File: src/rtl/lm_sm_sequencer.sv
// -----------------------------------------------------------------------------
// lm_sm_sequencer
//   Expands LM (0110) / SM (0111) into one LW (0100) / SW (0101) micro-op per
//   set bit of the register list. The sequencer sits between ID and
//   instruction_decoder. Every other instruction passes straight through.
//   Transfers issue in ascending register order. The one exception is an LM
//   whose list contains its own base register Ra: that load is deferred to
//   the end so the base is not overwritten early. It keeps its original
//   offset k(Ra).
//
// Ports
//   clk             pipeline clock, rising edge
//   rst_n           asynchronous active-low reset
//   instruction     instruction in the ID stage
//   instr_valid     instruction is valid (ignored while sequencing)
//   stall_in        downstream hold: state frozen, current uop held
//   flush           branch/jump flush; kills the current uop and any sequence
//   uop_instruction instruction presented to instruction_decoder
//   uop_valid       uop_instruction is valid
//   pipe_stall      hold PC and the IF/ID register this cycle
//   busy            sequencer is in the SEQ state
//   seq_last        current uop is the final transfer of an LM/SM
//
// ADDR_STEP is the word offset between transfers. The legal range is 1..4,
// so 7*ADDR_STEP fits the 6-bit immediate.
// -----------------------------------------------------------------------------
module lm_sm_sequencer #(
  parameter int ADDR_STEP = 1
) (
  input  logic        clk,
  input  logic        rst_n,
  input  logic [15:0] instruction,
  input  logic        instr_valid,
  input  logic        stall_in,
  input  logic        flush,
  output logic [15:0] uop_instruction,
  output logic        uop_valid,
  output logic        pipe_stall,
  output logic        busy,
  output logic        seq_last
);

  localparam logic [3:0] OP_LW = 4'b0100;
  localparam logic [3:0] OP_SW = 4'b0101;

  typedef enum logic {IDLE, SEQ} state_t;

  // Only the fields of the latched LM/SM that the expansion needs.
  typedef struct packed {
    logic       lm;
    logic [2:0] ra;
    logic [7:0] list;
  } seq_fields_t;

  state_t      state;
  seq_fields_t fields_q;
  logic [7:0]  mask_q;   // transfers still to issue
  logic        defer_q;  // LM with Ra in its list: Ra goes last

  function automatic logic [3:0] popcount8(input logic [7:0] v);
    logic [3:0] n;
    n = '0;
    for (int i = 0; i < 8; i++) n = n + {3'b000, v[i]};
    return n;
  endfunction

  function automatic logic [2:0] lowest_bit(input logic [7:0] v);
    logic [2:0] idx;
    idx = '0;
    for (int i = 7; i >= 0; i--) if (v[i]) idx = 3'(i);
    return idx;
  endfunction

  // The offset depends on the original list: it counts the set bits below ri.
  // The order of issue does not change it.
  function automatic logic [15:0] make_uop(input logic       is_lm,
                                           input logic [2:0] ri,
                                           input logic [2:0] ra,
                                           input logic [7:0] list);
    logic [7:0] below;
    logic [5:0] k;
    below = list & ((8'd1 << ri) - 8'd1);
    k     = 6'(popcount8(below)) * 6'(ADDR_STEP);
    return {(is_lm ? OP_LW : OP_SW), ri, ra, k};
  endfunction

  // ---- Decode of the incoming instruction (IDLE path) ----
  logic       in_is_ms, in_lm, in_defer;
  logic [2:0] in_ra, in_first;
  logic [7:0] in_list, in_cand;
  logic [3:0] in_count;

  assign in_is_ms = (instruction[15:13] == 3'b011);
  assign in_lm    = ~instruction[12];
  assign in_ra    = instruction[11:9];
  assign in_list  = instruction[7:0];
  assign in_count = popcount8(in_list);
  assign in_defer = in_lm & in_list[in_ra];
  assign in_cand  = in_defer ? (in_list & ~(8'd1 << in_ra)) : in_list;
  // If the only candidate was the deferred Ra, Ra itself is the single transfer.
  assign in_first = (in_cand != 8'd0) ? lowest_bit(in_cand) : in_ra;

  // ---- Next transfer from the remaining mask (SEQ path) ----
  logic [7:0] sq_cand;
  logic [2:0] sq_next;
  logic       sq_last;

  assign sq_cand = defer_q ? (mask_q & ~(8'd1 << fields_q.ra)) : mask_q;
  assign sq_next = (sq_cand != 8'd0) ? lowest_bit(sq_cand) : fields_q.ra;
  assign sq_last = (popcount8(mask_q) == 4'd1);

  assign busy = (state == SEQ);

  always_comb begin
    // NOTE: every output gets a default first so no path can infer a latch.
    uop_instruction = '0;
    uop_valid       = 1'b0;
    pipe_stall      = 1'b0;
    seq_last        = 1'b0;

    if (state == IDLE) begin
      uop_instruction = instruction;
      uop_valid       = instr_valid;
      if (in_is_ms) begin
        // An empty list retires as a bubble. Otherwise the first transfer
        // is emitted in this same cycle.
        uop_valid = 1'b0;
        if (instr_valid && (in_list != 8'd0)) begin
          uop_instruction = make_uop(in_lm, in_first, in_ra, in_list);
          uop_valid       = 1'b1;
          seq_last        = (in_count == 4'd1);
          pipe_stall      = (in_count != 4'd1);
        end
      end
    end else begin
      uop_instruction = make_uop(fields_q.lm, sq_next, fields_q.ra, fields_q.list);
      uop_valid       = 1'b1;
      seq_last        = sq_last;
      pipe_stall      = ~sq_last;
    end

    if (stall_in) pipe_stall = 1'b1;

    if (flush) begin
      uop_valid  = 1'b0;
      seq_last   = 1'b0;
      pipe_stall = 1'b0;
    end

    // The outputs are forced quiet while reset is held. This does not
    // wait for a clock edge.
    if (!rst_n) begin
      uop_instruction = '0;
      uop_valid       = 1'b0;
      pipe_stall      = 1'b0;
      seq_last        = 1'b0;
    end
  end

  // NOTE: sequential state uses non-blocking assignments only, so every
  // register samples pre-edge values regardless of statement order.
  always_ff @(posedge clk or negedge rst_n) begin
    if (!rst_n) begin
      state    <= IDLE;
      fields_q <= '0;
      mask_q   <= '0;
      defer_q  <= 1'b0;
    end else if (flush) begin
      state    <= IDLE;
      fields_q <= '0;
      mask_q   <= '0;
      defer_q  <= 1'b0;
    end else if (!stall_in) begin
      case (state)
        IDLE: begin
          if (instr_valid && in_is_ms && (in_count > 4'd1)) begin
            state    <= SEQ;
            fields_q <= '{lm: in_lm, ra: in_ra, list: in_list};
            mask_q   <= in_list & ~(8'd1 << in_first);
            defer_q  <= in_defer;
          end
        end
        SEQ: begin
          mask_q <= mask_q & ~(8'd1 << sq_next);
          if (sq_last) begin
            state   <= IDLE;
            defer_q <= 1'b0;
          end
        end
        default: state <= IDLE;
      endcase
    end
  end

endmodule

File: config.mk
export PLATFORM = sky130hd
export DESIGN_NAME = lm_sm_sequencer
export DESIGN_NICKNAME = d
export VERILOG_FILES = /design/src/rtl/lm_sm_sequencer.sv
export SDC_FILE = /design/constraint.sdc
export NUM_CORES = 1
export LEC_CHECK = 0
export ABC_AREA = 1
export CAP_MARGIN = 10
export CORE_MARGIN = 2
export CORE_UTILIZATION = 55
export DETAILED_ROUTE_END_ITERATION = 12
export GPL_ROUTABILITY_DRIVEN = 0
export PLACE_DENSITY = 0.84
export SYNTH_ARGS = -nofsm -noshare
export SYNTH_HDL_FRONTEND = slang
export SYNTH_SLANG_ARGS = --single-unit
File: constraint.sdc
create_clock -name clk -period 7.65 [get_ports clk]
set_input_delay 1.53 -clock clk [delete_from_list [all_inputs] [get_ports clk]]
set_output_delay 1.53 -clock clk [all_outputs]
set_load 0.005 [all_outputs]
==> metrics, run 1 <==
CP max FO=5; max-cap violations=0; drt wl/cell=15.33 um; Post-synth EDFFs=0; mux contribution to synthesized area=0%; Slew @ Worst Pin=0.7140 ns; Multi-input gate area=1946 sq um; CP Class=primary input to primary output; Total Routing Usage GR=33.02%; Buf/Inv on CP=4; drc violations=0; Crit Reg-Reg Startpoint=mask_q[0]; RSZ-0062 raised after global routing=yes; TritonCTS clock tree=yes; Reg clk slew, reported paths=0.08 ns; WP depth=23; DP Cell Count=566; Filler cells=343; Critical Path End Type=primary output; Worst R2R End=defer_q; TritonCTS buffer count=3; First DRT Iteration DRCs=426; XOR/XNOR share of the synthesized area=0.3163%; Mean Syn Cell Area=6.469 sq um; Slew HR=52.40%; post-route ant nets=0; startpoint types=primary input; clk_skew=0.002776 ns; CP endpoint=uop_instruction[3]; fin cells=578; area of the core=4786 sq um; total gr overflow=0; routed wire length=8861 um; Yosys reg bits=21; cell count after synthesis=428; Synth cell types=38; post-detail-place hpwl=6821 um; Top FF cell, synth=dfrtp_1; Final setup viols=0; Mapped Area=2769 sq um; synth top area cells=dfrtp_1 19%, nand2_1 16%, fa_1 12%; initial antenna violation count=0; clock root cell=clkbuf_8; Pwr per Cell Area=115.7 nW/um^2; Final #Nets=562; FF+latch area=525.5 sq um; simple-gate share of the synthesized area=34.98%; most frequent cells after synthesis=116 x nand2_1, 71 x inv_1, 32 x nor2_1, 29 x nand3_1, 28 x a21oi_1; Leak=1.886 nW; Crit. Startpoint=instruction[3]; WHS=0.5201 ns; post-route minimum period=7.519 ns; vias=3343; die area=5618 sq um; arrival time at the worst endpoint=5.99 ns; share of layout cells above drive strength 1=18.59%; CTS Sinks=21; Slowest cell on crit path=fa_1; Critical Path Max Stage Delay=0.55 ns; Post-Place Worst Slack=-0.5474 ns; vias in the first global route=3041; fmax=133.0 MHz; Compound-Gate Fraction of Synth Area=15.27%; R2R depth=16; die height=74.96 um; status=finished clean; first-pass GRT wire length=13940 um; Crit path top cell by count=fa_1; asr flop ratio synth=100.0%; Starting Density=57.86%; setup slack, reg-to-reg=4.06 ns; Slew Limit Fails=0; endpoints failing hold=0; Area Growth Syn to Fin=32.04%; fin crit share=98.28%; htree depth=1; Inserted Diodes=0; via density per instance=5.784; Peak VDD IR=0.1167 mV; overall power=0.4229 mW; FP Rows=25; warnings from Yosys=0; Hold Crit Class=flip-flop to flip-flop; area leader, netlist=dfrtp_1; number of I/O pins=41; post-synthesis adder-cell area fraction=17.44%; Final WS setup=0.1312 ns; Top delay family on crit path=adder cells; largest net degree at the start of global routing=30; clock buffer depth=2; chip width=74.96 um; fraction of the yosys area taken by sequential cells=18.98%; main combinational cell family by area after synthesis=simple AND/OR/NAND/NOR gates; crit-path cells=clkdlybuf4s50_1 -> inv_1 -> nor2_1 -> a21oi_1 -> nand3_4 -> nand3_2 -> nand2_2 -> nand2_1 -> nor2_4 -> nand3_2 -> nand2_4 -> nand4_1 -> nand2_2 -> fa_1 -> fa_1 -> fa_1 -> inv_1 -> ha_1 -> a21oi_1 -> nor3b_2 -> a211oi_2 -> a21oi_2 -> clkdlybuf4s50_1; hold_buf cts=0; most frequent cell after synthesis=nand2_1; Initial DRT Pass Iterations=6; CP Data Required Time=6.12 ns; top cell type's share of synthesized area=18.98%; # port buffers=40; worst skew pair latency=0.27 ns
==> cells in the final DEF (no fill, tap or decap), types with 7 or more instances in the layout <==
master and instances:
buf_4 49, clkdlybuf4s50_1 31, nand3_1 25, o22ai_1 11, inv_1 70, ha_1 13, nor3_1 7, fa_1 16
nand2_1 113, o21ai_0 18, dfrtp_1 21, a21oi_1 27, nand2_2 10, nor2_1 31, nand4_1 8
==> power by group <==
group | switching (mW) | leakage, nW | internal [mW]
sequential | 0.00672 | 0.292 | 0.115
combinational | 0.135 | 1.57 | 0.0897
clock | 0.0393 | 0.0217 | 0.0369
total | 0.181 | 1.89 | 0.242
==> worst register-to-register path, stage by stage (launching register included) <==
cell	delay [ns]
dfrtp_1	0.44
fa_1	0.55
inv_1	0.05
fa_1	0.49
fa_1	0.41
inv_1	0.07
ha_1	0.16
inv_1	0.06
fa_1	0.40
nor2_1	0.10
nand2_1	0.07
nand2_1	0.08
o2111ai_1	0.12
a21oi_1	0.23
nand2_1	0.10
nand3_1	0.07
o21ai_0	0.08
==> cells by family (layout without fill, tap and decap cells) <==
| kind of cell | after synthesis | in the layout |
|---|---|---|
| flops | 21 | 21 |
| compound gates | 74 | 74 |
| other cells | 1 | 2 |
| simple gates | 215 | 215 |
| xor+xnor | 1 | 1 |
| fa+ha+maj | 29 | 29 |
| buf+inv | 87 | 169 |
==> per-layer routing <==
| metal | share of wire (%) | track usage (%) | wire (um) | up-vias |
|---|---|---|---|---|
| met5 | 0 | 0 | 0 | - |
| met2 | 48 | 55.07 | 4228 | 205 |
| met3 | 9.6 | 6.426 | 852 | 46 |
| met4 | 3.9 | 9.722 | 343 | 0 |
| li1 | - | - | - | 1542 |
| met1 | 39 | 43.64 | 3437 | 1550 |
==> worst min-delay path by stage <==
stage	end	startpoint	cells past startpoint
global placement	mask_q[6]	mask_q[6]	2
global route	mask_q[6]	mask_q[6]	2
floorplan	mask_q[6]	mask_q[6]	2
finish	mask_q[6]	mask_q[6]	2
detailed placement	mask_q[6]	mask_q[6]	2
CTS	mask_q[6]	mask_q[6]	2
==> repair_timing <==
item,4_1_cts,5_1_grt
pin swaps,1,9
resized for setup,7,23
endpoints found under the setup margin,3,4
setup buffers,2,6
==> final cells by class <==
cell class / count / area share [%]
multi-input cells: 321 / 53.22
repair buffers: 89 / 20.91
clock buffers: 3 / 1.129
inverters: 76 / 7.871
flip-flops and latches: 21 / 14.37
clock inverters: 1 / 0.2053
well taps: 67 / 2.293
==> sequential cells by signal, indices dropped and copies added (netlist names) <==
register / flops
fields_q: 11
mask_q: 8
defer_q: 1
busy: 1
==> stage by stage <==
stage               utilization [%]  area [sq um]  setup TNS, ns
finish                        76.39          3656              0
global route                  76.39          3656       -0.07996
CTS                           74.35          3558        -0.1824
detailed placement            73.05          3496         -1.100
global placement              73.05          3496        -0.7132
floorplan                         -          2773              0
Note: power is estimated with default switching activity, not from simulation.
==> run 2, diff against run 1 <==
Settings changed: CORE_UTILIZATION 55 to 40, PLACE_DENSITY 0.84 to 0.65.
==> run 2 against run 1 <==
Compared with the run above:
- sequential power hardly changed
- combinational power decreased by 5%
- critical path type unchanged
- critical endpoint unchanged
- sequential cell count unchanged
- utilization fell by 23 points
- largest power group unchanged
==> metrics, run 2 (same netlist as run 1, synthesis figures left out) <==
status=finished clean (unchanged); fmax=137.8 MHz (was 133.0 MHz); crit-path cells=buf_2 -> buf_4 -> nand3_1 -> nand3_1 -> nor2_2 -> nor2_4 -> nand3_2 -> nand2_2 -> nand2_2 -> nor2_4 -> nand3_2 -> nand2_4 -> nand4_1 -> nand2_2 -> fa_1 -> fa_1 -> fa_1 -> inv_1 -> ha_2 -> a21oi_1 -> nor3b_1 -> a211oi_1 -> a21oi_1 -> clkdlybuf4s50_1 (was clkdlybuf4s50_1 -> inv_1 -> nor2_1 -> a21oi_1 -> nand3_4 -> nand3_2 -> nand2_2 -> nand2_1 -> nor2_4 -> nand3_2 -> nand2_4 -> nand4_1 -> nand2_2 -> fa_1 -> fa_1 -> fa_1 -> inv_1 -> ha_1 -> a21oi_1 -> nor3b_2 -> a211oi_2 -> a21oi_2 -> clkdlybuf4s50_1); htree depth=1 (unchanged); clock power share=18.3% (was 18.0%); worst skew pair latency=0.26 ns (was 0.27 ns); First DRT Iteration DRCs=187 (was 426); CP Data Required Time=6.12 ns (about the same); startpoint types=primary input (unchanged); drc violations=0 (unchanged); RSZ-0062 raised after global routing=no (was yes); Starting Density=40.98% (was 57.86%); post-detail-place hpwl=6987 um (was 6821 um); vias in the first global route=3033 (was 3041); Final #Nets=555 (was 562); Filler cells=702 (was 343); CP max FO=6 (was 5); max-cap violations=0 (unchanged); clk_skew=0.001451 ns (was 0.002776 ns); switching share of power=42.16% (was 42.82%); largest net degree at the start of global routing=30 (unchanged); Inserted Diodes=0 (unchanged); Initial DRT Pass Iterations=5 (was 6); routed wire length=8872 um (was 8861 um); clock buffer depth=2 (unchanged); Comb power frac=51.9% (was 53.1%); Slew @ Worst Pin=0.6684 ns (was 0.7140 ns); max reg flops=11 (unchanged); Pwr per Cell Area=113.9 nW/um^2 (was 115.7 nW/um^2); fin crit share=94.85% (was 98.28%); WP depth=24 (was 23); sequential share of power=29.7% (was 28.8%); biggest regs=fields_q (11), mask_q (8) (unchanged); first-pass GRT wire length=14500 um (was 13940 um); via density per instance=5.318 (was 5.784); chip width=87.20 um (was 74.96 um); Buf/Inv on CP=4 (unchanged); setup slack, reg-to-reg=3.94 ns (was 4.06 ns); initial antenna violation count=0 (unchanged); FP Rows=30 (was 25); post-route minimum period=7.256 ns (was 7.519 ns); Critical Path Max Stage Delay=0.54 ns (was 0.55 ns); most common cell after layout, fill and taps aside=nand2_1 (unchanged); R2R depth=16 (unchanged); Leak=1.854 nW (was 1.886 nW); Peak VDD IR=0.06170 mV (was 0.1167 mV); share of layout cells above drive strength 1=18.65% (was 18.59%); Worst R2R End=defer_q (unchanged); arrival time at the worst endpoint=5.73 ns (was 5.99 ns); TritonCTS buffer count=3 (unchanged); Area Growth Syn to Fin=30.09% (was 32.04%); Hold Crit Class=flip-flop to flip-flop (unchanged); post-route ant nets=0 (unchanged); Slowest cell on crit path=fa_1 (unchanged); Total Routing Usage GR=24.35% (was 33.02%); Top delay family on crit path=adder cells (unchanged); endpoints failing hold=0 (unchanged); Top reg by flops=fields_q (unchanged); # port buffers=40 (unchanged); Slew HR=55.44% (was 52.40%); die area=7604 sq um (was 5618 sq um); Reg clk slew, reported paths=0.08 ns (about the same); Crit. Startpoint=instruction[9] (was instruction[3]); clock root cell=clkbuf_8 (unchanged); Slew Limit Fails=0 (unchanged); TritonCTS clock tree=yes (unchanged); Final setup viols=0 (unchanged); CTS Sinks=21 (unchanged); hold_buf cts=0 (unchanged); overall power=0.4104 mW (was 0.4229 mW); area of the core=6756 sq um (was 4786 sq um); most frequent cells in the layout=112 x nand2_1, 67 x inv_1, 41 x buf_4 (was 113 x nand2_1, 70 x inv_1, 49 x buf_4); CP Class=primary input to primary output (unchanged); number of I/O pins=41 (unchanged); P_sw=0.1730 mW (was 0.1811 mW); Crit Reg-Reg Startpoint=mask_q[0] (unchanged); total gr overflow=0 (unchanged); WHS=0.5247 ns (was 0.5201 ns); die height=87.20 um (was 74.96 um); vias=3106 (was 3343); internal power=0.2374 mW (was 0.2418 mW); Final WS setup=0.3943 ns (was 0.1312 ns); drt wl/cell=15.19 um (was 15.33 um); Critical Path End Type=primary output (unchanged); Post-Place Worst Slack=-0.3173 ns (was -0.5474 ns); CP endpoint=uop_instruction[3] (unchanged)
[run 2: cell types whose count changed in the layout (fill, tap and decap cells not counted), sizes merged]
cell,change
clkinvlp,-1
dlygate4sd2,+1
clkbuf,+2
buf,-5
clkdlybuf4s50,-4
[run 2: how the worst min path moves through the flow]
stage | from | end | slack (ns) | cells past startpoint
after detailed placement | mask_q[6] | mask_q[6] | 0.50 | 2
final | mask_q[6] | mask_q[6] | 0.52 | 2
after global routing | defer_q | defer_q | 0.56 | 2
after CTS | mask_q[6] | mask_q[6] | 0.52 | 2
after floorplan | mask_q[6] | mask_q[6] | 0.47 | 2
after global placement | fields_q[11] | fields_q[11] | 0.50 | 2
[run 2: timing repair]
action / in CTS / in global routing
setup endpoints to repair: 3 / 2
gates resized for setup: 17 / 31
buffers inserted: 1 / 2
pin swaps: 6 / 8
[run 2: through the flow]
stage	TNS, ns	utilization (%)	instance area, sq um	std cells
floorplan	0	-	2773	429
CTS	0	52.57	3552	582
global route	0	53.31	3602	584
global placement	-0.4591	51.76	3497	577
detailed placement	-0.6169	51.76	3497	577
finish	0	53.31	3602	584
[run 2: worst reg2reg max path: stages, from the launching register on]
cell,delay [ns]
dfrtp_1,0.45
fa_1,0.55
inv_1,0.05
fa_1,0.49
fa_1,0.40
inv_1,0.07
ha_1,0.16
inv_1,0.06
fa_1,0.39
nor2_1,0.10
nand2_1,0.05
nand2_1,0.05
o2111ai_1,0.20
a21oi_1,0.27
nand2_1,0.15
nand3_1,0.09
o21ai_0,0.08
[run 2: routing by layer]
layer  vias up  GRT usage, %  share of wire (%)
met5         -             0                  0
met4         0         4.196               0.90
met3        13         3.507                5.3
met2       103         40.25                 49
met1      1461         34.40                 45
li1       1529             -                  -
[run 2: power by group through the flow]
stage	clock, mW	sequential (mW)	combinational [mW]
2_1_floorplan	0	0.121	0.130
3_3_place_gp	0	0.124	0.206
3_5_place_dp	0	0.124	0.208
4_1_cts	0.0772	0.122	0.209
5_1_grt	0.0833	0.123	0.241
6_report	0.0752	0.122	0.213
[run 2: area by class of cell]
class | count | area (sq um) | area share [%]
Clock buffer | 4 | 45.04 | 1.250
Inverter | 76 | 290.3 | 8.058
Multi-Input combinational cell | 321 | 1942 | 53.91
Sequential cell | 21 | 525.5 | 14.59
Tap cell | 80 | 100.1 | 2.779
Timing Repair Buffer | 82 | 699.4 | 19.42
